## config.mk

```make
export PLATFORM = sky130hd
export DESIGN_NAME = add_mul
export DESIGN_NICKNAME = d
export VERILOG_FILES = /design/src/rtl/add_mul_pkg.sv /design/src/rtl/add_mul_lift_round.sv /design/src/rtl/add_mul.sv
export SDC_FILE = /design/constraint.sdc
export NUM_CORES = 1
export LEC_CHECK = 0
export CAP_MARGIN = 30
export CELL_PAD_IN_SITES_DETAIL_PLACEMENT = 0
export CELL_PAD_IN_SITES_GLOBAL_PLACEMENT = 1
export CORE_ASPECT_RATIO = 1.75
export CORE_UTILIZATION = 37
export DETAILED_ROUTE_END_ITERATION = 8
export MAX_ROUTING_LAYER = met4
export PLACE_DENSITY_LB_ADDON = 0.1
export SLEW_MARGIN = 30
export SYNTH_ARGS = -nofsm -noshare
export SYNTH_HDL_FRONTEND = slang
export SYNTH_SLANG_ARGS = --single-unit
```

## constraint.sdc

```tcl
create_clock -name clk -period 3.86 [get_ports clk]
set_input_delay 1.158 -clock clk [delete_from_list [all_inputs] [get_ports clk]]
set_output_delay 1.158 -clock clk [all_outputs]
set_load 0.005 [all_outputs]
```

## src/rtl/add_mul_pkg.sv

```systemverilog
// Shared constants and types for the add_mul 5/3 lifting kernel.
package add_mul_pkg;

  localparam int W_DEF = 24;

  localparam logic STEP_PREDICT = 1'b0;
  localparam logic STEP_UPDATE  = 1'b1;
  localparam logic DIR_INV      = 1'b0;
  localparam logic DIR_FWD      = 1'b1;

  typedef logic signed [W_DEF-1:0] sample_t;

endpackage

```

## src/rtl/add_mul_lift_round.sv

```systemverilog
// Stage-2 lifting term: shift/round, add or subtract against the centre sample,
// then wrap or saturate to W bits (saturation when ADD_MUL_SAT_EN is defined).
module lift_round
  import add_mul_pkg::*;
#(
  parameter int W = W_DEF
) (
  input  logic [W+1:0] i_s,
  input  logic [W-1:0] i_c,
  input  logic         i_p,
  input  logic         i_fwd_res,
  output logic [W-1:0] o_d
);

  logic signed [W+1:0] w_s;
  logic signed [W+1:0] w_t;
  logic signed [W+1:0] w_c_ext;
  logic signed [W+1:0] w_sum;
  logic                w_sub;

  assign w_s     = $signed(i_s);
  assign w_c_ext = $signed({{2{i_c[W-1]}}, i_c});

  // The update rounding constant is already folded into s by stage 1.
  assign w_t   = (i_p == STEP_UPDATE) ? (w_s >>> 2) : (w_s >>> 1);
  assign w_sub = (i_fwd_res == DIR_FWD) ^ (i_p == STEP_UPDATE);
  assign w_sum = w_sub ? (w_c_ext - w_t) : (w_c_ext + w_t);

`ifdef ADD_MUL_SAT_EN
  logic w_fits;

  // The sum fits in W bits when its top three bits are all copies of the sign.
  assign w_fits = (w_sum[W+1:W-1] == 3'b000) || (w_sum[W+1:W-1] == 3'b111);

  always_comb begin
    // NOTE: every output of a combinational block gets a default first so no latch is inferred.
    o_d = w_sum[W-1:0];
    if (!w_fits) begin
      o_d = w_sum[W+1] ? {1'b1, {(W-1){1'b0}}} : {1'b0, {(W-1){1'b1}}};
    end
  end
`else
  logic w_unused_hi;

  assign w_unused_hi = ^w_sum[W+1:W];
  assign o_d         = w_sum[W-1:0];
`endif

endmodule

```

## src/rtl/add_mul.sv

```systemverilog
// add_mul: two-stage pipelined 5/3 lifting step (predict/update, forward/inverse).
// Optional macro ADD_MUL_SAT_EN saturates d3 instead of wrapping.
module add_mul
  import add_mul_pkg::*;
#(
  parameter int W = W_DEF
) (
  input  logic         clk,
  input  logic         rst_n,
  output logic [W-1:0] d3,
  output logic [W-1:0] a2,
  input  logic [W-1:0] x2,
  input  logic [W-1:0] x3,
  input  logic [W-1:0] x4,
  input  logic [W-1:0] x5,
  input  logic         p,
  input  logic         odd_even,
  input  logic         fwd_res
);

  logic [W-1:0] w_c;
  logic [W-1:0] w_l;
  logic [W-1:0] w_r;
  logic [W+1:0] w_s;
  logic [W+1:0] w_rnd;
  logic [W-1:0] w_d;

  logic [W+1:0] r_s;
  logic [W-1:0] r_c;
  logic         r_p;
  logic         r_fwd_res;

  always_comb begin
    w_c = x3;
    w_l = x2;
    w_r = x4;
    if (odd_even) begin
      w_c = x4;
      w_l = x3;
      w_r = x5;
    end
  end

  assign w_rnd = (p == STEP_UPDATE) ? (W+2)'(2) : '0;
  assign w_s   = {{2{w_l[W-1]}}, w_l} + {{2{w_r[W-1]}}, w_r} + w_rnd;

  always_ff @(posedge clk or negedge rst_n) begin
    if (!rst_n) begin
      r_s       <= '0;
      r_c       <= '0;
      r_p       <= STEP_PREDICT;
      r_fwd_res <= DIR_INV;
    end else begin
      // NOTE: sequential state uses non-blocking assignment so all registers update together.
      r_s       <= w_s;
      r_c       <= w_c;
      r_p       <= p;
      r_fwd_res <= fwd_res;
    end
  end

  lift_round #(.W(W)) u_lift_round (
    .i_s       (r_s),
    .i_c       (r_c),
    .i_p       (r_p),
    .i_fwd_res (r_fwd_res),
    .o_d       (w_d)
  );

  always_ff @(posedge clk or negedge rst_n) begin
    if (!rst_n) begin
      d3 <= '0;
      a2 <= '0;
    end else begin
      d3 <= w_d;
      a2 <= r_c;
    end
  end

endmodule

```

==> results.sh <==
export IMPL_status="finished, final reports clean"
export IMPL_grt_pass1_vias=6944
export IMPL_grt_pass1_wl_um=33500
export IMPL_place_port_buffers=148
export IMPL_synth_seq_cells=99
export IMPL_start_util_pct=37.9
export IMPL_rows=68
export IMPL_areaGrowthSynthToFinish_pct=39.6
export IMPL_setup_viol=0
export IMPL_critical_path_cell_chain="buf_6 -> mux2_4 -> fa_1 -> ha_2 -> fa_2 -> a211oi_4 -> o21ai_2 -> a311oi_2 -> buf_4 -> buf_4 -> a31o_2 -> o21ai_2 -> xor2_1"
export IMPL_die_x_um=110
export IMPL_drcViolationCount=0
export IMPL_drive_above_1_share_pct=24.1
export IMPL_syn_inst=769
export IMPL_rrSetupSlack_ps=230
export IMPL_htreeDepth=3
export IMPL_cts_buffers_inserted=9
export IMPL_diodes=0
export IMPL_gp_congestion=0.872
export IMPL_yosysWarningCount=0
export IMPL_power_density_nw_per_um2=520
export IMPL_grt_overflow_total=0
export IMPL_cts_clk_slew_worst_paths_ps=70
export IMPL_synth_top_cell_area_share_pct=33.0
export IMPL_fin_crit_sh_pct=97.0
export IMPL_synth_distinct_cells=77
export IMPL_cts_buffer_depth=2
export IMPL_synthDominantAreaCellType="dfrtp_1"
export IMPL_syn_avg_cell_area_um2=9.77
export IMPL_hp_class="flip-flop to flip-flop"
export IMPL_power_leakage_nw=4.62
export IMPL_cts_root_buffer="clkbuf_16"
export IMPL_tns_ps=0
export IMPL_cts_sinks=99
export IMPL_synthTopCellsByCount="dfrtp_1 (99), ha_1 (71), mux2_2 (68)"
export IMPL_clock_skew_ps=7.80
export IMPL_fillers=1846
export IMPL_fmax_mhz=267
export IMPL_crit_arrival_ps=3980
export IMPL_async_flop_share_pct=100
export IMPL_slew_viol_final=0
export IMPL_crit_buf_inv=3
export IMPL_path_max_fanout=4
export IMPL_io_pins=149
export IMPL_seq_area_um2=2480
export IMPL_max_stage_delay_ps=460
export IMPL_fin_crit_ps=3740
export IMPL_max_slew_worst_pin_slew_ps=574
export IMPL_crit_family="adder cells"
export IMPL_multi_input_area_um2=4890
export IMPL_finalHoldViolCount=0
export IMPL_startpoint_type="input port"
export IMPL_dieArea_um2=20900
export IMPL_post_route_util_pct=52.9
export IMPL_slew_headroom_pct=61.8
export IMPL_synth_edf_count=0
export IMPL_drt_iter0_drc=206
export IMPL_critPathRequiredTime_ps=4090
export IMPL_cap_violations=0
export IMPL_synth_area_um2=7510
export IMPL_synth_area_top_cells="dfrtp_1 (33%), ha_1 (12%), mux2_2 (10%)"
export IMPL_drtPass1Iterations=4
export IMPL_worstSetupPathType="input port to flip-flop"
export IMPL_ir_worst_vdd_mv=0.353
export IMPL_synth_nets=944
export IMPL_core_area_um2=19800
export IMPL_slowest_stage="fa_1"
export IMPL_postRouteAntennaNets=0
export IMPL_via_per_inst=5.28
export IMPL_track_usage_pct=21.2
export IMPL_wirelength_um=20400
export IMPL_grt_max_degree=55
export IMPL_ys_flop_type="dfrtp_1"
export IMPL_hpwl_um=17200
export IMPL_grt_antenna_before_repair=0
export IMPL_routedWlPerCell_um=16.2
export IMPL_vias=6669
export IMPL_yosysMostFrequentCell="dfrtp_1"
export IMPL_die_h_um=190
export IMPL_cp_end_kind="flip-flop"
export IMPL_ys_seq_area_share_pct=33.0
export IMPL_cts_tree="built"
export IMPL_finalNetCount=1189
export IMPL_clk_latency_ps=350
[path summary, 6_finish.rpt]
path                                  start                 to  cells past startpoint
max                                odd_even  r_s[23]$_DFF_PN0_                     13
min                        r_c[2]$_DFF_PN0_    a2[2]$_DFF_PN0_                      0
max reg2reg                   r_p$_DFF_PN0_   d3[20]$_DFF_PN0_                     17
min reg2reg                r_c[2]$_DFF_PN0_    a2[2]$_DFF_PN0_                      0
max in group asynchronous             rst_n  r_c[23]$_DFF_PN0_                      2
min in group asynchronous             rst_n    d3[2]$_DFF_PN0_                      1
[layout by cell type (no fill, tap or decap), types with 24 or more instances in the layout]
cell | synthesis | layout
a21oi_1 | 48 | 45
buf_4 | 3 | 117
clkdlybuf4s50_1 | 0 | 141
dfrtp_1 | 99 | 98
ha_1 | 71 | 69
inv_1 | 24 | 24
mux2_2 | 68 | 66
nand2_1 | 36 | 36
nor2_1 | 56 | 56
o21ai_0 | 45 | 43
xnor2_1 | 42 | 42
[kinds of logic after synthesis]
| kind of cell | Yosys count | synth area share [%] |
|---|---|---|
| XOR/XNOR | 58 | 6.76 |
| flip-flops | 99 | 33.0 |
| AO/OA/AOI/OAI | 219 | 20.5 |
| multiplexers | 78 | 11.5 |
| AND/OR/NAND/NOR | 181 | 12.2 |
| adder cells (fa/ha/maj) | 74 | 12.6 |
| buffers and inverters | 60 | 3.40 |
[what timing repair did]
item                                    in CTS  in global routing
buffers inserted                             1                  2
hold buffers                                 0                  0
resized for setup                           12                 31
endpoints found under the setup margin       9                 18
cloned                                       0                  0
pin swaps                                    7                 10
[area by class of cell]
| class | instances | area share (%) |
|---|---|---|
| Clock buffer | 11 | 2.22 |
| Clock inverter | 5 | 0.597 |
| Inverter | 25 | 0.895 |
| Multi-Input combinational cell | 610 | 46.6 |
| Sequential cell | 99 | 23.6 |
| Tap cell | 245 | 2.92 |
| Timing Repair Buffer | 269 | 23.1 |
[worst register-to-register path: stages (launching register included)]
cell     delay, ps
dfrtp_2        440
buf_4          180
a21oi_2        140
ha_1           150
and3_2         260
buf_4          140
a41o_1         240
buf_4          150
o21ai_0         90
xor2_1         140
mux2i_1        120
ha_2           400
nand3_1        170
nor3b_1        210
o21ai_0        100
buf_4          160
a311o_1        320
xnor2_1        120
[power by group]
group | total [mW] | internal (mW) | switching [mW]
Combinational | 2.97 | 1.58 | 1.39
Sequential | 1.60 | 1.32 | 0.279
Clock | 0.886 | 0.506 | 0.380
Total | 5.45 | 3.40 | 2.05
[state kept, by name (all words and copies together), names as in the netlist]
signal,flops
d3,24
r_s,25
a2,24
r_p,1
r_fwd_res,1
r_c,24
[metal layers]
metal  global-route usage, %  vias up  wire [µm]
li1                        -     3328          -
met1                    24.1     3171       8430
met2                    37.8      140      11000
met3                    1.85       30        437
met4                    7.95        0        514
met5                       -        -          0
[stage by stage]
stage	setup slack [ps]	hold slack (ps)	power, mW	cells	area (µm²)
finish	117	388	5.45	1264	10500
global route	-23.1	405	5.91	1264	10500
CTS	19.4	389	5.43	1262	10400
detailed placement	-531	377	4.50	1245	10100
global placement	-452	360	4.45	1245	10100
floorplan	-225	354	3.33	769	7590
(Power assumes the default switching activity.)
